$ cat src/rtl/as_ctrl_seq.sv
// as_ctrl_seq: multi-cycle control sequencer for a small accumulator/ALU datapath.
//   Fetches 16-bit instructions from a synchronous ROM (pc -> instr, one cycle
//   read latency), decodes them into datapath control strobes, and branches on
//   a captured copy of the ALU zero flag. Supports free-run and single-step.
//
// Ports
//   clk, reset      system clock; synchronous active-high reset
//   run, step       run=1 free-runs; with run=0 each step pulse releases one instruction
//   instr           ROM read data (valid the cycle after pc is presented)
//   z               ALU zero flag from the current adder output
//   pc              instruction address to the ROM
//   rd_addr/rs_addr register-file addresses from IR[11:10] / IR[9:8]
//   immediate       IR[7:0] sign-extended or truncated to n bits
//   reg_we, add_a_sel, add_b_sel, acc_en, acc_add, in_en
//                   datapath strobes, only ever high during EXECUTE
//   halted          high while parked in HALT
//   illegal         sticky flag: an undefined opcode was executed
module as_ctrl_seq #(
    parameter int n      = 8,
    parameter int ADDR_W = 6
) (
    input  logic              clk,
    input  logic              reset,
    input  logic              run,
    input  logic              step,
    input  logic [15:0]       instr,
    input  logic              z,
    output logic [ADDR_W-1:0] pc,
    output logic [1:0]        rd_addr,
    output logic [1:0]        rs_addr,
    output logic [n-1:0]      immediate,
    output logic              reg_we,
    output logic              add_a_sel,
    output logic              add_b_sel,
    output logic              acc_en,
    output logic              acc_add,
    output logic              in_en,
    output logic              halted,
    output logic              illegal
);

    typedef enum logic [1:0] {
        S_FETCH  = 2'd0,
        S_DECODE = 2'd1,
        S_EXEC   = 2'd2,
        S_HALT   = 2'd3
    } state_t;

    localparam logic [3:0] OP_NOP  = 4'h0;
    localparam logic [3:0] OP_ADDI = 4'h1;
    localparam logic [3:0] OP_MACI = 4'h2;
    localparam logic [3:0] OP_IN   = 4'h3;
    localparam logic [3:0] OP_ACCI = 4'h4;
    localparam logic [3:0] OP_ACCM = 4'h5;
    localparam logic [3:0] OP_BSW  = 4'h6;
    localparam logic [3:0] OP_JMP  = 4'h7;
    localparam logic [3:0] OP_BZ   = 4'h8;
    localparam logic [3:0] OP_HALT = 4'hF;

    localparam logic [ADDR_W-1:0] PC_ONE = 1;

    state_t            state, state_nx;
    logic [15:0]       ir;
    logic              z_flag;
    logic [3:0]        op;
    logic [ADDR_W-1:0] pc_inc;
    logic [ADDR_W-1:0] jmp_tgt;
    logic [ADDR_W-1:0] pc_nx;
    logic              op_illegal;
    logic              op_sets_z;

    assign op      = ir[15:12];
    assign rd_addr = ir[11:10];
    assign rs_addr = ir[9:8];
    assign pc_inc  = pc + PC_ONE;   // natural wrap at 2**ADDR_W

    // Immediate is the 8-bit IR field widened (sign-extended) or cut to n bits.
    generate
        if (n == 8) begin : g_imm_eq
            assign immediate = ir[7:0];
        end else if (n > 8) begin : g_imm_ext
            assign immediate = {{(n-8){ir[7]}}, ir[7:0]};
        end else begin : g_imm_trunc
            assign immediate = ir[n-1:0];
        end
    endgenerate

    // Branch target is the low ADDR_W bits of the (widened) immediate.
    generate
        if (ADDR_W <= n) begin : g_tgt_trunc
            assign jmp_tgt = immediate[ADDR_W-1:0];
        end else begin : g_tgt_ext
            assign jmp_tgt = {{(ADDR_W-n){immediate[n-1]}}, immediate};
        end
    endgenerate

    assign op_illegal = (op >= 4'h9) && (op <= 4'hE);
    assign op_sets_z  = (op == OP_ADDI) || (op == OP_MACI) || (op == OP_ACCI) ||
                        (op == OP_ACCM) || (op == OP_BSW);

    // BZ tests the flag captured by an earlier instruction, never the live z.
    always_comb begin
        pc_nx = pc_inc;
        case (op)
            OP_JMP:  pc_nx = jmp_tgt;
            OP_BZ:   pc_nx = z_flag ? jmp_tgt : pc_inc;
            OP_HALT: pc_nx = pc;
            default: pc_nx = pc_inc;
        endcase
    end

    // ---------------- FSM: state register ----------------
    always_ff @(posedge clk) begin
        if (reset) state <= S_FETCH;
        else       state <= state_nx;
    end

    // ---------------- FSM: next state ----------------
    always_comb begin
        state_nx = state;
        case (state)
            S_FETCH:  if (run || step) state_nx = S_DECODE;
            S_DECODE: state_nx = S_EXEC;
            S_EXEC:   state_nx = (op == OP_HALT) ? S_HALT : S_FETCH;
            S_HALT:   state_nx = S_HALT;
            default:  state_nx = S_FETCH;
        endcase
    end

    // ---------------- FSM: outputs ----------------
    // Strobes are gated by reset so a reset landing in EXECUTE never produces a
    // partial write.
    always_comb begin
        reg_we    = 1'b0;
        add_a_sel = 1'b0;
        add_b_sel = 1'b0;
        acc_en    = 1'b0;
        acc_add   = 1'b0;
        in_en     = 1'b0;
        if (state == S_EXEC && !reset) begin
            case (op)
                OP_ADDI: begin reg_we = 1'b1; add_b_sel = 1'b1; end
                OP_MACI: reg_we = 1'b1;
                OP_IN:   begin reg_we = 1'b1; in_en = 1'b1; end
                OP_ACCI: begin acc_en = 1'b1; acc_add = 1'b1; add_b_sel = 1'b1; end
                OP_ACCM: acc_en = 1'b1;
                OP_BSW:  begin add_a_sel = 1'b1; add_b_sel = 1'b1; end
                default: ;
            endcase
        end
    end

    assign halted = (state == S_HALT);

    // ---------------- sequencing registers ----------------
    always_ff @(posedge clk) begin
        if (reset) begin
            pc      <= '0;
            ir      <= 16'h0000;
            z_flag  <= 1'b0;
            illegal <= 1'b0;
        end else begin
            if (state == S_DECODE) ir <= instr;
            if (state == S_EXEC) begin
                pc <= pc_nx;
                if (op_sets_z)  z_flag  <= z;
                if (op_illegal) illegal <= 1'b1;
            end
        end
    end

endmodule

$ cat config.mk
export PLATFORM = sky130hd
export DESIGN_NAME = as_ctrl_seq
export DESIGN_NICKNAME = d
export VERILOG_FILES = /design/src/rtl/as_ctrl_seq.sv
export SDC_FILE = /design/constraint.sdc
export NUM_CORES = 1
export LEC_CHECK = 0
export CAP_MARGIN = 20
export CORE_MARGIN = 8
export CORE_UTILIZATION = 40
export DETAILED_ROUTE_END_ITERATION = 8
export GPL_TIMING_DRIVEN = 0
export PLACE_DENSITY = 0.75
export SLEW_MARGIN = 20
export SYNTH_ARGS = -nofsm -noshare
export SYNTH_HDL_FRONTEND = slang
export SYNTH_SLANG_ARGS = --single-unit
$ cat constraint.sdc
create_clock -name clk -period 1.5 [get_ports clk]
set_clock_uncertainty 0.05 [all_clocks]
set_input_delay 0.15 -clock clk [delete_from_list [all_inputs] [get_ports clk]]
set_output_delay 0.15 -clock clk [all_outputs]
set_load 0.02 [all_outputs]
# == Word-level counts from Yosys, hierarchy flattened ==
# Cells that the tools add are included.
# word_totals
ff_bits,26
input_bits,21
out_inout_bits,26
elab_cells,54
# op_classes
n_addsub,1
magnitude_cmp,2
n_eq_ne,13
muxes,17
bitwise_logic,1
n_reduce_logical,15
# ops
op,count
6-bit case mux with 3 select lines,1
4-bit by 3-bit == test with 1-bit output (second input constant),4
1-bit 2-to-1 mux,12
4-bit by 2-bit == test with 1-bit output (second input constant),2
4-bit == test (second input constant),2
2-bit case mux with 4 select lines,1
6-bit by 1-bit adder with 6-bit output (second input constant),1
6-bit 2-to-1 mux,1
2-bit AND reduction,3
3-bit OR reduction,2
1-bit logical OR,5
2-bit == test (second input constant),2
4-bit by 1-bit == test with 1-bit output (second input constant),1
4-bit >= comparator (second input constant),1
4-bit <= comparator (second input constant),1
2-bit 2-to-1 mux,2
2-bit by 1-bit == test with 1-bit output (second input constant),1
1-bit logical AND,2
2-bit zero test,1
2-bit inequality test (second input constant),1
2-bit OR reduction,1
1-bit zero test,1
1-bit NOT,1

# == Logic depth before layout (Yosys ltp) ==
# depth
ltp_word,6
depth_mapped,6

# == Worst setup path before layout ==
# No wires, ideal clock.
# synth_timing
kind,register -> output
from,register state[1]
to,output port add_a_sel
t_arrival_ps,1529
path_slack_ps,-229
path_stages_with_launch,5
path_buffers,0
cell_sequence,dfxtp_1 -> nor3b_1 -> nand2b_1 -> or2_1 -> nor3b_1
# synth_between
elab_chain_len,3
# synth_lines
item,line,text
"start, declared",62,"state_t state, state_nx;"
"start signal, assigned",115,else state <= state_nx;
2-bit == test,140,if (state == S_EXEC && !reset) begin
1-bit logical AND,140,
1-bit 2-to-1 mux,140,
"end, declared",33,"output logic add_a_sel,"
# Every way passes these cells.

# == Worst setup path after layout ==
# layout_timing
from,register ir[15]
to,output port add_a_sel
# layout_between
elab_chain_len,3
# layout_lines
item,line,text
"start, declared",63,logic [15:0] ir;
"start signal, assigned",163,if (state == S_DECODE) ir <= instr;
4-bit by 3-bit == test with 1-bit output,141,case (op)
1-bit 2-to-1 mux,141,
1-bit 2-to-1 mux,140,
# Every way passes these cells.

==> summary.md <==
| Metric | Value |
|---|---|
| Hold-fix buffers at CTS | `0` |
| Syn nets | `187` |
| Synth unique cells | `32` |
| Maximum fanout along the worst path | `3` |
| # DRC | `0` |
| Total grt overflow | `0` |
| First-pass GRT wire length | `5.513 mm` |
| Leak | `0.9090 nW` |
| Pre-CTS setup slack | `-635.0 ps` |
| Die Wd | `73.45 um` |
| Max frequency | `569.3 MHz` |
| Critical Path AT | `1560 ps` |
| Max Slew Vio Count | `0` |
| Final worst-path cycle share | `1.171` |
| Worst setup SP type | `flop` |
| Non-filler instance count after layout | `269` |
| M1 WL | `1.602 mm` |
| Antenna fix cells | `0` |
| Area contributors post-synth | `dfxtp_1 39%, nand2_1 10%, a21oi_1 7.6%` |
| Clock transition at path regs | `140 ps` |
| Largest vdd supply drop | `0.4608 mV` |
| Initial antenna violation count | `0` |
| Initial Util | `0.4051` |
| Area Growth Syn to Fin | `52.80%` |
| Fraction of registers with async set/reset | `0` |
| I/O pins | `47` |
| PD cells | `743.0 nW/um^2` |
| Post-synthesis cell count | `165` |
| WL met3 | `179 um` |
| Dominant synthesized flop cell | `dfxtp_1` |
| Largest stage delay, worst path | `380 ps` |
| Synth top area share | `0.3943` |
| Register area share after synthesis | `0.3943` |
| Placed cells | `256` |
| Worst Slack Setup Final | `-256.7 ps` |
| Maxcap violations | `0` |
| CTS Buf Count | `3` |
| Detail Route Antenna Nets | `0` |
| Worst Tran Pin Value | `483.2 ps` |
| Sink Count | `26` |
| Vias in the first global route | `1241` |
| Clock Power Share | `0.237` |
| DR vias | `1273` |
| Total GRT Usage | `0.1236` |
| Max Used Layer | `met4` |
| Delay-heaviest family, CP | `simple AND/OR/NAND/NOR gates` |
| Leading area contributor after synthesis | `dfxtp_1` |
| Outcome | `finished, violations left` |
| TritonCTS clock tree | `done` |
| Logic pwr share | `0.249` |
| Internal | `1.076 mW` |
| Critical path type | `flop to output pin` |
| Post-synthesis area per instance | `8.000 um^2` |
| Headroom to the max-slew limit | `0.6779` |
| Number of fill cells | `318` |
| Die height | `73.45 um` |
| FP Rows | `21` |
| Netlist Area Pre-Place | `1320 um^2` |
| Hold WS | `231.6 ps` |
| WL final | `3.415 mm` |
| Root buffer cell | `clkbuf_4` |
| Die area | `5394 um^2` |
| Critical-path cell list | `nor3b_4 > nand2b_1 > or2_4 > nor3b_2 > buf_4` |
| Area taken by flip-flops and latches | `541.8 um^2` |
| WP data required | `1300 ps` |
| RSZ-0062 raised after global routing | `true` |
| Switching pwr | `0.4229 mW` |
| H-tree Lvls | `1` |
| Critical-path top delay cell | `dfxtp_4` |
| Worst hold path class | `primary input to flop` |
| Total core area | `3258 um^2` |
| Worst-case clock buffer depth | `2` |
| Hold Fails Final Rpt | `0` |
| Flop pwr share | `0.514` |
| Post-synth EDFFs | `0` |
| Met2 Wirelength | `1.605 mm` |
| Multi-input gate area | `710.7 um^2` |
| Final min period | `1757 ps` |
| Port bufs | `45` |
| DP HPWL | `2.334 mm` |
| WP buf/inv | `1` |
| WL/cell | `12.70 um` |
| DRT Pass-1 Iters | `4` |
| Sw Share | `0.2822` |
| Largest net degree at the start of global routing | `17` |
| # nets final | `246` |
| Failing checks | `negative setup slack` |
| Clock Latency Late Sink | `310 ps` |
| Final setup fails | `10` |
| Crit end category | `output pin` |
| GP Congestion | `0.8587` |
| Initial DRC count | `66` |
| Yosys reg bits | `26` |
| Avg Vias per Cell | `4.732` |
| Yosys warning count | `0` |
| Ratio of cells with drive above 1 in the final layout | `0.2870` |
[final timing paths]
| path | cells after the start | endpoint | slack [ps] | from |
|---|---|---|---|---|
| worst max register to register | 5 | pc[2] | -50 | ir[15] |
| worst max-delay path | 5 | add_a_sel | -260 | ir[15] |
| worst min register to register | 2 | ir[11] | 410 | ir[11] |
| worst min-delay path | 2 | pc[2] | 230 | reset |
[Yosys cell counts, types with 2 or more instances]
library cell and instances:
nand3b_1 2, buf_4 12, a21oi_1 20, nor2b_1 2, nand2b_1 3, nand2_1 36
mux2i_1 6, o32ai_1 3, nor2_1 12, buf_6 2, dfxtp_1 26, buf_2 2
nor3_1 3, nor3b_1 4, a31oi_1 3, nand3_1 4, inv_1 4, clkbuf_1 7
[area by class of cell]
cell class	count	share of cell area
flip-flops and latches	26	0.2686
well taps	46	0.02854
plain buffers	18	0.06328
clock buffers	4	0.01799
inverters	4	0.007444
repair buffers	59	0.2618
multi-input cells	112	0.3524
[metrics by stage]
step           TNS (ps)  power [mW]  area (um^2)    util
5_1_grt           -1919       1.574         2017  0.6190
6_report          -1317       1.499         2017  0.6190
2_1_floorplan    -165.9      0.9823         1344       -
4_1_cts           -1427       1.488         1963  0.6025
3_3_place_gp      -3608       1.122         1852  0.5684
3_5_place_dp      -3845       1.127         1852  0.5684
[sequential cells by signal, summed over array words and instances, names as in the netlist]
signal	cells
state	2
z_flag	1
pc	6
illegal	1
ir	16
[per-layer routing]
layer	global-route usage	vias up
met5	0	-
met4	0.04656	0
met3	0.02046	2
met2	0.2008	29
met1	0.1576	579
li1	-	663
[cell usage in the layout (no fill, tap or decap), types with 3 or more instances in the layout]
master / n
a21oi_1: 18
a31oi_1: 3
buf_4: 30
buf_6: 3
clkbuf_1: 3
clkbuf_4: 5
clkdlybuf4s50_1: 19
dfxtp_1: 19
dfxtp_4: 5
dlygate4sd2_1: 18
inv_1: 4
mux2i_1: 6
nand2_1: 36
nand3_1: 4
nor2_1: 11
nor3_2: 3
[power by group through the flow]
stage / Sequential (mW) / Clock (mW) / Combinational [mW]
6_report: 0.770 / 0.355 / 0.374
2_1_floorplan: 0.783 / 0 / 0.199
5_1_grt: 0.776 / 0.389 / 0.409
3_5_place_dp: 0.788 / 0 / 0.339
4_1_cts: 0.769 / 0.364 / 0.355
3_3_place_gp: 0.787 / 0 / 0.336
[logic make-up after synthesis]
| logic type | after synthesis | synth area share |
|---|---|---|
| adder cells (fa/ha/maj) | 1 | 0.009477 |
| buffers and inverters | 27 | 0.1242 |
| flip-flops | 26 | 0.3943 |
| AND/OR/NAND/NOR | 75 | 0.2929 |
| AO/OA/AOI/OAI | 30 | 0.1337 |
| multiplexers | 6 | 0.04550 |
[repair_timing]
item                                    CTS  global route
setup buffers                            10             3
endpoints found under the setup margin   42            27
pin swaps                                 5             7
cloned                                    1             0
gates resized for setup                  75            10
(Power assumes the default switching activity.)
